File: config.mk
export PLATFORM = sky130hd
export DESIGN_NAME = inst_encoder
export DESIGN_NICKNAME = d
export VERILOG_FILES = /design/src/rtl/inst_encoder.sv
export SDC_FILE = /design/constraint.sdc
export NUM_CORES = 1
export LEC_CHECK = 0
export BUFFER_PORTS_ARGS = -buffer_cell sky130_fd_sc_hd__buf_2
export CORE_UTILIZATION = 52
export CTS_BUF_LIST = sky130_fd_sc_hd__clkbuf_4 sky130_fd_sc_hd__clkbuf_8
export CTS_CLUSTER_DIAMETER = 100
export CTS_CLUSTER_SIZE = 20
export DETAILED_ROUTE_END_ITERATION = 12
export PLACE_DENSITY = 0.8
export SETUP_SLACK_MARGIN = 0.15
export SYNTH_ARGS = -nofsm -noshare
export SYNTH_HDL_FRONTEND = slang
export SYNTH_SLANG_ARGS = --single-unit
export TNS_END_PERCENT = 1
File: constraint.sdc
create_clock -name clk -period 5.5 [get_ports clk]
set_clock_uncertainty 0.2 [all_clocks]
set_input_delay 0 -clock clk [delete_from_list [all_inputs] [get_ports clk]]
set_output_delay 0 -clock clk [all_outputs]
set_load 0.005 [all_outputs]
File: src/rtl/inst_encoder.sv
`default_nettype none
// ============================================================================
//  Module   : inst_encoder
//  Purpose  : Packs RV32I instruction fields into a 32-bit word behind a
//             valid/ready handshake with a 2-entry output FIFO.
//  Option   : INST_ENC_RANGE_CHECK_EN builds per-entry immediate/format checks.
//  Revision : 1.0  initial release
// ============================================================================
module inst_encoder (
  input  logic        clk,
  input  logic        rst,
  input  logic        in_valid,
  output logic        in_ready,
  input  logic [2:0]  in_fmt,
  input  logic [6:0]  in_opcode,
  input  logic [2:0]  in_funct3,
  input  logic [6:0]  in_funct7,
  input  logic [4:0]  in_rd,
  input  logic [4:0]  in_rs1,
  input  logic [4:0]  in_rs2,
  input  logic [31:0] in_imm,
  output logic        out_valid,
  input  logic        out_ready,
  output logic [31:0] out_inst,
  output logic        out_err,
  output logic [15:0] enc_count
);

  localparam logic [2:0]  FMT_R = 3'd0;
  localparam logic [2:0]  FMT_I = 3'd1;
  localparam logic [2:0]  FMT_S = 3'd2;
  localparam logic [2:0]  FMT_B = 3'd3;
  localparam logic [2:0]  FMT_U = 3'd4;
  localparam logic [2:0]  FMT_J = 3'd5;
  localparam logic [31:0] NOP_WORD = 32'h0000_0013;
  localparam logic [1:0]  FIFO_DEPTH = 2'd2;

  // --------------------------------------------------------------------------
  // Field packing
  // --------------------------------------------------------------------------
  logic [31:0] enc_word;

  always_comb begin
    enc_word = NOP_WORD;
    case (in_fmt)
      FMT_R: enc_word = {in_funct7, in_rs2, in_rs1, in_funct3, in_rd, in_opcode};
      FMT_I: enc_word = {in_imm[11:0], in_rs1, in_funct3, in_rd, in_opcode};
      FMT_S: enc_word = {in_imm[11:5], in_rs2, in_rs1, in_funct3,
                         in_imm[4:0], in_opcode};
      FMT_B: enc_word = {in_imm[12], in_imm[10:5], in_rs2, in_rs1, in_funct3,
                         in_imm[4:1], in_imm[11], in_opcode};
      FMT_U: enc_word = {in_imm[31:12], in_rd, in_opcode};
      FMT_J: enc_word = {in_imm[20], in_imm[10:1], in_imm[11], in_imm[19:12],
                         in_rd, in_opcode};
      default: enc_word = NOP_WORD;
    endcase
  end

  // --------------------------------------------------------------------------
  // Handshake and FIFO bookkeeping
  // --------------------------------------------------------------------------
  logic        in_ready_q;
  logic        out_valid_q;
  logic [1:0]  count_q;
  logic [1:0]  count_d;
  logic        head_q;
  logic        tail_q;
  logic [15:0] enc_count_q;
  logic [31:0] mem_q [2];
  logic        push;
  logic        pop;

  assign push = in_valid & in_ready_q;
  assign pop  = out_valid_q & out_ready;

  always_comb begin
    count_d = count_q;
    case ({push, pop})
      2'b10:   count_d = count_q + 2'd1;
      2'b01:   count_d = count_q - 2'd1;
      default: count_d = count_q;
    endcase
  end

  // Flags are registered from count_d so neither handshake side sees a
  // combinational path from the other.
  always_ff @(posedge clk) begin
    if (rst) begin
      in_ready_q  <= 1'b1;
      out_valid_q <= 1'b0;
      count_q     <= 2'd0;
      head_q      <= 1'b0;
      tail_q      <= 1'b0;
      enc_count_q <= 16'd0;
      mem_q[0]    <= 32'd0;
      mem_q[1]    <= 32'd0;
    end else begin
      if (push) begin
        mem_q[tail_q] <= enc_word;
        tail_q        <= ~tail_q;
        enc_count_q   <= enc_count_q + 16'd1;
      end
      if (pop) begin
        head_q <= ~head_q;
      end
      count_q     <= count_d;
      in_ready_q  <= (count_d < FIFO_DEPTH);
      out_valid_q <= (count_d != 2'd0);
    end
  end

  assign in_ready  = in_ready_q;
  assign out_valid = out_valid_q;
  assign out_inst  = mem_q[head_q];
  assign enc_count = enc_count_q;

  // --------------------------------------------------------------------------
  // Optional range / format checking
  // --------------------------------------------------------------------------
`ifdef INST_ENC_RANGE_CHECK_EN
  logic        chk_err;
  logic [1:0]  err_q;
  logic signed [31:0] imm_s;

  assign imm_s = $signed(in_imm);

  always_comb begin
    chk_err = 1'b0;
    case (in_fmt)
      FMT_R: chk_err = 1'b0;
      FMT_I, FMT_S:
        chk_err = (imm_s < -32'sd2048) || (imm_s > 32'sd2047);
      FMT_B:
        chk_err = (imm_s < -32'sd4096) || (imm_s > 32'sd4094) || in_imm[0];
      FMT_U: chk_err = (in_imm[11:0] != 12'd0);
      FMT_J:
        chk_err = (imm_s < -32'sd1048576) || (imm_s > 32'sd1048574) || in_imm[0];
      default: chk_err = 1'b1;
    endcase
  end

  always_ff @(posedge clk) begin
    if (rst) begin
      err_q <= 2'b00;
    end else if (push) begin
      err_q[tail_q] <= chk_err;
    end
  end

  assign out_err = err_q[head_q];
`else
  assign out_err = 1'b0;
`endif

endmodule
`default_nettype wire

# After elaboration in Yosys (flattened, before gate mapping)
# Memory sizes are Yosys's and may differ from the RTL's. A register that Yosys moved wholly into a read port is not among the register bits.
# Cells that the tools add are included.
# op_classes
n_eq_ne,7
n_mux,12
n_addsub,3
bitwise_logic,4
reduce_logical,3
n_lt_le_gt_ge,1
# ops
cell,n
32-bit one-hot mux with 6 select lines,1
32-bit two-way mux,1
32-bit OR reduction,1
16-bit by 1-bit adder with 16-bit output (second input constant),1
1-bit two-way mux,9
3-bit by 2-bit equality test with 1-bit output (second input constant),2
3-bit equality test (second input constant),2
2-bit one-hot mux with 2 select lines,1
3-bit by 1-bit equality test with 1-bit output (second input constant),1
3-bit zero test,1
2-bit by 1-bit adder with 2-bit output (second input constant),1
1-bit AND,2
2-bit by 1-bit equality test with 1-bit output (second input constant),1
2-bit equality test (second input constant),1
2-bit < comparator (second input constant),1
1-bit NOT,2
2-bit nonzero test,1
2-bit by 1-bit subtractor with 2-bit output (second input constant),1
# totals
register_bits,22
in_bits,71
n_memories,1
mem_bits_rw,64
out_inout_bits,51
word_cells,37
# memory_table
memory,depth,width,rd,rd_clocked_by_memory_dff,wr,line,text
mem_q,2,32,1,1,2,69,logic [31:0] mem_q [2];

# Depth between registers and ports, before layout
# Gate-level depths: netlist (run 1).
# logic_depth
ltp_word,6
ltp_mapped,9
mapped_depth_nobuf,8

# Worst setup path before layout (run 1)
# No wires, ideal clock.
# synth_timing
path_kind,reg-to-reg
from,register in_ready_q (netlist: in_ready)
to,"memory mem_q[0][0], enable pin"
arrival_time_ns,2.225
synth_period_minus_slack_ns,2.853
n_path_buf,1
t_required_ns,4.872
path_slack_ns,2.647
stages_incl_launch_ff,5
cell_sequence,dfxtp_1 and2_1 buf_4 inv_1 o21bai_1
# synth_lines
item,line,text
"start, declared",62,logic in_ready_q;
"start signal, assigned",107,in_ready_q <= (count_d < FIFO_DEPTH);
"end, declared",69,

==> results.cfg, run 1 <==
[clocking]
htree_levels = 3
cts_setup_buffers = 0
cts.clk_slew.worst_paths_ns = 0.08
max-clock-path-buffers = 2
cts_buffers = 9
clock_sinks = 87
postCtsHoldBufs = 66
cts_tree = built
root_buffer = clkbuf_8
ctsResizeCount = 0
clock_latency_ns = 0.35

[layout]
ff_latch_area_um2 = 2380
layout.nets = 608
nFillCells = 505
final_common_cell = buf_2
drive_gt1_share_pct = 32.8
final_cell_mix = buf_2, nor2_1, dlygate4sd3_1
syn_to_final_growth_pct = 36.2
antenna_cells = 0
multi_input_area_um2 = 1580

[detailed_routing]
drc = 0
first_iter_violations = 214
vias = 3474
drt_first_pass_iters = 4
wl_per_cell_um = 16.4
routed_via_density = 5.44
drtAntennaViolNets = 0
routed_wl_um = 10500

[pwr]
power.leakage_nw = 2.26
p_per_area_nw_per_um2 = 305
power_w = 0.00169
ir_drop_mv = 0.187

[critical_path]
crit_type = reg2reg
critPathLaunchType = register
crit-reg2reg-launch = in_ready
cp_data_required_time_ns = 5.28
cp-end-kind = register
arrival_ns = 2.96
worstReg2RegEnd = mem_q[1][16]
path_max_fanout = 33
r2r_cells = 5
critical_path.startpoint = in_ready
rrSetupSlack_ns = 2.32

[placement]
portBuffers = 120
dp_hpwl_um = 6060
gp_congestion = 0.856

[worst_hold_path]
whs_endpoint = mem_q[1][28]
min_path_type = in2reg
min_path_cells = 4
hp-start = in_imm[28]

[grt]
grt_pass1_wl_um = 16600
track_usage_pct = 26.3
grt_max_degree = 34
grtUsageMet3_pct = 6.06
gr-usage-met1_pct = 30.9
grt.busiest_layer = met2
grt_pass1_vias = 3471
globalRouteOverflowTotal = 0
antenna_found_initial = 0
grt_use_met2_pct = 45.2

[logic_synthesis]
synth-edff-count = 64
synthArstFlopShare_pct = 0
ys_seq_area_share_pct = 58.4
synth_nets = 434
postSynthCellCount = 361
ys_ff_latch = 87
synth_warnings = 0
syn_area_um2 = 4080
synthDistinctLibCells = 38
syn_area_per_cell_um2 = 11.3
synthFlopType = edfxtp_1

[floorplanning]
core_um2 = 7410
die_h_um = 90.6
initial_core_util_pct = 55.1
dieArea_um2 = 8200
num_io_pins = 122
die_x_um = 90.6
floorplan.rows = 31

[sta]
slew_headroom_pct = 19.8
max_clock_freq_ghz = 0.314
period_share_pct = 57.8
hold_viol = 0
final_max_slew_viol_count = 0
finalWorstPathRequiredPeriod_ns = 3.18
worst_pin_slew_ns = 1.20
rsz0062_at_grt = false
setup_viol = 0
finalSetupTns_ns = 0

[run]
cap_violations = 0

[run_status]
status = completed
-- synthesized netlist by cell type (5+ instances only) --
cell	count	area [µm²]
a21oi_1	11	55.1
nand2_1	17	63.8
a22oi_1	29	218
o22a_1	6	52.6
nor2_1	82	308
o21ai_0	6	30.0
xnor2_1	10	87.6
mux2_2	35	394
buf_2	5	25.0
or3_1	6	37.5
clkbuf_1	12	45.0
a22o_1	5	43.8
buf_1	5	18.8
dfxtp_1	23	460
edfxtp_1	64	1920
inv_1	6	22.5
-- through the flow --
stage / cells / utilization (%) / setup WS [ns] / cell area, µm² / hold slack (ns)
after floorplan: 361 / - / 2.65 / 4080 / 0.00790
after global placement: 557 / 63.7 / 2.41 / 4720 / 0.105
after detailed placement: 557 / 63.7 / 2.37 / 4720 / 0.109
after CTS: 639 / 75.0 / 2.33 / 5560 / 0.00136
after global routing: 639 / 75.0 / 2.06 / 5560 / 0.0599
final: 639 / 75.0 / 2.32 / 5560 / 0.0504
-- layer usage --
layer | wire, µm | share of wire [%]
met5 | 0 | 0
met1 | 4180 | 40
met3 | 637 | 6.1
met2 | 5310 | 51
met4 | 345 | 3.3
-- worst max-delay path: stages, from the launching register on --
cell and delay (ns):
dfxtp_1 0.39, and2_1 0.28, inv_1 0.16, nor2_1 0.11
nand2_1 0.69, nand2b_2 0.97
-- power by group --
group          switching (W)  leakage, nW  total [W]  internal (W)
clock               0.000232       0.0793   0.000396      0.000164
sequential         0.0000353        0.866   0.000845      0.000810
combinational       0.000225         1.32   0.000453      0.000227
total               0.000493         2.26    0.00169       0.00120
-- kinds of logic after synthesis --
kind of cell / Yosys count / synth area share (%)
mux: 37 / 10.2
xor+xnor: 14 / 3.01
buf+inv: 31 / 3.19
fa+ha+maj: 2 / 0.613
flops: 87 / 58.4
other cells: 1 / 0.0919
compound gates: 61 / 10.6
simple gates: 128 / 14.0
-- worst max path at each step --
stage | end | slack [ns] | cells past startpoint
floorplan | mem_q[0][0] | 2.65 | 4
global placement | mem_q[1][5] | 2.41 | 5
detailed placement | mem_q[1][5] | 2.37 | 5
CTS | mem_q[1][10] | 2.33 | 5
global route | mem_q[1][16] | 2.06 | 5
finish | mem_q[1][16] | 2.32 | 5
-- flip-flops by register name (all words and copies together) (netlist names), named ones only --
register and cells:
in_ready 1, mem_q 64, enc_count 16, tail_q 1, out_valid 1, head_q 1
count_q 2
-- final cells by class --
class | count | area share, %
clock inverter | 7 | 0.878
timing repair buffer | 187 | 22.8
multi-input combinational | 243 | 28.5
sequential | 87 | 42.9
inverter | 7 | 0.473
tap | 99 | 2.23
clock buffer | 9 | 2.23
No activity file was read; power rests on OpenSTA's default activity.
==> run 2: changes to the inputs <==
==> constraint.sdc (replaced) <==
create_clock -name clk -period 3.05 [get_ports clk]
set_clock_uncertainty 0.2 [all_clocks]
set_input_delay 0 -clock clk [delete_from_list [all_inputs] [get_ports clk]]
set_output_delay 0 -clock clk [all_outputs]
set_load 0.005 [all_outputs]
==> results.cfg, run 2 (same netlist as run 1, synthesis figures left out) <==
[detailed_routing]
first_iter_violations = 264
routed_via_density = 5.50
drc = 0
drt_first_pass_iters = 5
highest_layer = met4
met2_length_um = 5360
drtAntennaViolNets = 0
wl_per_cell_um = 16.6
m1WireLength_um = 4140
met3_length_um = 673
vias = 3540
routed_wl_um = 10700

[grt]
grt_max_degree = 33
globalRouteOverflowTotal = 0
grt_pass1_wl_um = 17000
grt_pass1_vias = 3675
track_usage_pct = 26.6
antenna_found_initial = 1

[floorplanning]
initial_core_util_pct = 55.1
die_h_um = 90.6
floorplan.rows = 31
num_io_pins = 122
core_um2 = 7410
die_x_um = 90.6
dieArea_um2 = 8200

[critical_path]
r2r_cells = 4
path_max_fanout = 32
arrival_ns = 2.18
critPathLaunchType = register
crit_type = reg2reg
cp_data_required_time_ns = 2.92
cp-end-kind = register

[clocking]
root_buffer = clkbuf_8
max-clock-path-buffers = 2
cts.clk_slew.worst_paths_ns = 0.09
clock_latency_ns = 0.36
cts_setup_buffers = 0
cts_buffers = 9
cts_tree = built
ctsResizeCount = 0
postCtsHoldBufs = 68
clock_sinks = 87
htree_levels = 3

[layout]
syn_to_final_growth_pct = 38.4
final_cell_mix = buf_2, nor2_1, dlygate4sd3_1
final_common_cell = buf_2
largest_reg_flops = 64
fin_util_pct = 76.2
layout.nets = 612
multi_input_area_um2 = 1580
ff_latch_area_um2 = 2380
regMostFlops = mem_q
drive_gt1_share_pct = 33.1
nFillCells = 508

[sta]
whs_ns = 0.108
setup_viol = 0
slew_headroom_pct = 23.0
finalSetupTns_ns = 0
worst_pin_slew_ns = 1.15
max_clock_freq_ghz = 0.433
final_max_slew_viol_count = 0
finalWorstPathRequiredPeriod_ns = 2.31
hold_viol = 0
rsz0062_at_grt = false
period_share_pct = 75.7

[pwr]
combPwrFrac_pct = 25.2
seq_power_share_pct = 47.1
ir_drop_mv = 0.386
p_per_area_nw_per_um2 = 575
pwr-share-clk_pct = 27.7
internal_power_w = 0.00235
swShare_pct = 27.6
power.leakage_nw = 2.31
power_switching_w = 0.000896

[placement]
dp_hpwl_um = 6170
portBuffers = 120
gp_congestion = 0.839

[worst_hold_path]
min_path_cells = 3
min_path_type = in2reg

[run]
cap_violations = 0

[run_status]
status = completed
run 2: changes by cell type in the layout (fill, tap and decap cells not counted), moves of 2 or more:
cell           previous run  this run
bufinv_16                 0         2
buf_4                     1         3
dlygate4sd3_1            66        68
clkinvlp_4                3         1
run 2: area by class of cell:
type	instances	area share, %
clock buffer	10	2.33
antenna	1	0.0443
inverter	7	0.465
sequential	87	42.2
timing repair buffer	191	23.1
tap	99	2.19
multi-input combinational	243	28.0
clock inverter	6	1.66
run 2: metal layers:
metal | vias to the layer above | GRT usage [%]
met2 | 167 | 46.5
met4 | 0 | 16.8
met5 | - | 0
met3 | 42 | 5.13
met1 | 1665 | 29.8
li1 | 1666 | -
run 2: path summary, 6_finish.rpt:
path	from	to	slack (ns)
worst max-delay path	in_ready	mem_q[0][8]	0.74
worst min-delay path	in_fmt[2]	mem_q[1][0]	0.11
worst max register to register	in_ready	mem_q[0][8]	0.74
worst min register to register	enc_count[15]	enc_count[15]	0.29
run 2: power by group through the flow:
stage / sequential [W] / clock, W / combinational, W
2_1_floorplan: 0.00153 / 0 / 0.000451
3_3_place_gp: 0.00154 / 0 / 0.000707
3_5_place_dp: 0.00155 / 0 / 0.000716
4_1_cts: 0.00153 / 0.000902 / 0.000806
5_1_grt: 0.00155 / 0.000951 / 0.000887
6_report: 0.00153 / 0.000898 / 0.000818
run 2: through the flow:
stage / total power (W) / setup slack (ns) / instance area [µm²] / std cells
4_1_cts: 0.00324 / 0.724 / 5640 / 643
5_1_grt: 0.00339 / 0.542 / 5650 / 644
3_3_place_gp: 0.00225 / 0.803 / 4740 / 559
3_5_place_dp: 0.00227 / 0.758 / 4740 / 559
2_1_floorplan: 0.00198 / 0.197 / 4080 / 361
6_report: 0.00325 / 0.742 / 5650 / 644
run 2: critical path: stages (launching register included):
cell,delay (ns)
dfxtp_1,0.34
and2_1,0.22
inv_1,0.20
or3_1,0.92
nor2_1,0.14
==> run 3: changes to the inputs <==
--- a/config.mk
+++ b/config.mk
@@ -5,13 +5,14 @@
 export SDC_FILE = /design/constraint.sdc
 export NUM_CORES = 1
 export LEC_CHECK = 0
+export ABC_AREA = 1
 export BUFFER_PORTS_ARGS = -buffer_cell sky130_fd_sc_hd__buf_2
-export CORE_UTILIZATION = 52
+export CORE_UTILIZATION = 49
 export CTS_BUF_LIST = sky130_fd_sc_hd__clkbuf_4 sky130_fd_sc_hd__clkbuf_8
 export CTS_CLUSTER_DIAMETER = 100
 export CTS_CLUSTER_SIZE = 20
 export DETAILED_ROUTE_END_ITERATION = 12
-export PLACE_DENSITY = 0.8
+export PLACE_DENSITY = 0.79
 export SETUP_SLACK_MARGIN = 0.15
 export SYNTH_ARGS = -nofsm -noshare
 export SYNTH_HDL_FRONTEND = slang
==> constraint.sdc (replaced) <==
create_clock -name clk -period 2.08 [get_ports clk]
set_clock_uncertainty 0.2 [all_clocks]
set_input_delay 0 -clock clk [delete_from_list [all_inputs] [get_ports clk]]
set_output_delay 0 -clock clk [all_outputs]
set_load 0.005 [all_outputs]
==> results.cfg, run 3 <==
[run]
cap_violations = 0

[critical_path]
cp_data_required_time_ns = 2.00
arrival_ns = 1.69
rrSetupSlack_ns = 0.35
crit_type = in2reg
path_max_fanout = 16
critPathLaunchType = input port
cp-end-kind = register

[layout]
largest_reg_flops = 64
fin_util_pct = 70.5
antenna_cells = 0
drive_gt1_share_pct = 30.2
final_cell_mix = buf_2, nand2_1, edfxtp_1
nFillCells = 579
final_area_um2 = 5880
final_common_cell = buf_2
layout.nets = 710
syn_to_final_growth_pct = 36.9
regMostFlops = mem_q

[logic_synthesis]
synthAdderAreaFrac_pct = 0.583
synth_area_leaders = edfxtp_1, dfxtp_1, nand2_1, mux2_2, inv_1
synth_compound_area_share_pct = 5.51
muxShareOfSynthArea_pct = 8.39
synth-edff-count = 64
synth_nets = 525
ys_ff_latch = 87
synthArstFlopShare_pct = 0
synth_warnings = 0
postSynthCellCount = 452
synth_top_family_by_area = simple AND/OR/NAND/NOR gates
synthDistinctLibCells = 34
ys_seq_area_share_pct = 55.5
synth_top_area_cell = edfxtp_1
yosys.area_share.simple_pct = 21.4
synthFlopType = edfxtp_1
syn_area_um2 = 4290
synth_common_cells = nand2_1, edfxtp_1, inv_1, nor2_1, mux2_2
synthMostInstantiatedCell = nand2_1
syn_area_per_cell_um2 = 9.50
synth.top_cell.area_share_pct = 44.8
synth-xor-area-share_pct = 0.612

[placement]
gp_congestion = 0.825
place_area_um2 = 5000
preCtsSetupSlack_ns = 0.349
portBuffers = 120
dp_hpwl_um = 6770

[detailed_routing]
first_iter_violations = 286
routed_wl_um = 11000
drt_first_pass_iters = 5
drtAntennaViolNets = 0
vias = 3861
routed_via_density = 5.17
drc = 0
wl_per_cell_um = 14.8

[pwr]
ir_drop_mv = 0.473
p_per_area_nw_per_um2 = 799
power.leakage_nw = 2.81

[sta]
max_clock_freq_ghz = 0.565
finalSetupTns_ns = 0
setup_ws_ns = 0.309
period_share_pct = 85.2
hold_viol = 0
setup_viol = 0
rsz0062_at_grt = false
final_max_slew_viol_count = 0
finalWorstPathRequiredPeriod_ns = 1.77
whs_ns = 0.0183

[floorplanning]
floorplan.rows = 33
initial_core_util_pct = 51.5
core_um2 = 8340
num_io_pins = 122
die_h_um = 95.6
die_x_um = 95.6
dieArea_um2 = 9140

[clocking]
cts_buffers = 9
max-clock-path-buffers = 2
root_buffer = clkbuf_8
clock_sinks = 87
htree_levels = 3
clock_latency_ns = 0.35
cts.clk_slew.worst_paths_ns = 0.08
cts_tree = built

[grt]
grt_pass1_vias = 3876
grt_max_degree = 33
track_usage_pct = 25.6
antenna_found_initial = 0
grt_pass1_wl_um = 17500
globalRouteOverflowTotal = 0

[worst_hold_path]
min_path_type = in2reg

[run_status]
status = completed
==> run 3: critical path, cell delays in order <==
cell	delay [ns]
buf_2	0.21
inv_2	0.19
nand2_1	0.17
nand2_1	0.19
nand2_1	0.13
nand3_1	0.06
dlygate4sd3_1	0.60
nand2_1	0.09
inv_1	0.05
==> run 3: final timing paths <==
kind	cells after the start	start	to
min	5	in_imm[1]	mem_q[1][8]
max	9	in_fmt[2]	mem_q[0][28]
max reg2reg	5	in_ready	mem_q[1][12]
min reg2reg	2	enc_count[10]	enc_count[10]
==> run 3: final cells by class <==
type	instances	area, µm²	area share, %
Inverter	62	240	4.09
Clock buffer	9	124	2.11
Sequential cell	87	2380	40.5
Clock inverter	7	120	2.04
Timing Repair Buffer	188	1310	22.2
Multi-Input combinational cell	289	1580	26.8
Tap cell	105	131	2.23
==> run 3: metrics by stage <==
step	cells	power (W)
CTS	747	0.00470
floorplan	452	0.00278
global route	747	0.00490
detailed placement	668	0.00317
global placement	668	0.00314
finish	747	0.00470
==> run 3: repair_timing <==
item	CTS	global route
resized for setup	0	1
setup endpoints to repair	0	25
hold buffers	63	0
endpoints found under the hold margin	72	0
setup buffers	0	0
==> run 3: power by group <==
group | leakage [nW] | switching (W) | total [W] | internal, W
Sequential | 0.857 | 0.0000905 | 0.00216 | 0.00207
Combinational | 1.84 | 0.000561 | 0.00111 | 0.000548
Clock | 0.120 | 0.000626 | 0.00143 | 0.000802
==> run 3: cell families after synthesis <==
| group | Yosys count |
|---|---|
| AOI/OAI and AO/OA | 42 |
| xor gates and xnor gates | 3 |
| adders and majority gates | 2 |
| buffers and inverters | 76 |
| DFF | 87 |
| muxes | 32 |
| other | 1 |
| and+or+nand+nor | 209 |
==> run 3: metal layers <==
layer / vias up / wire, µm / global-route usage [%]
met1: 1790 / 4160 / 27.9
li1: 1860 / - / -
met3: 43 / 676 / 4.39
met2: 168 / 5730 / 46.7
met5: - / 0 / 0
met4: 0 / 477 / 14.7
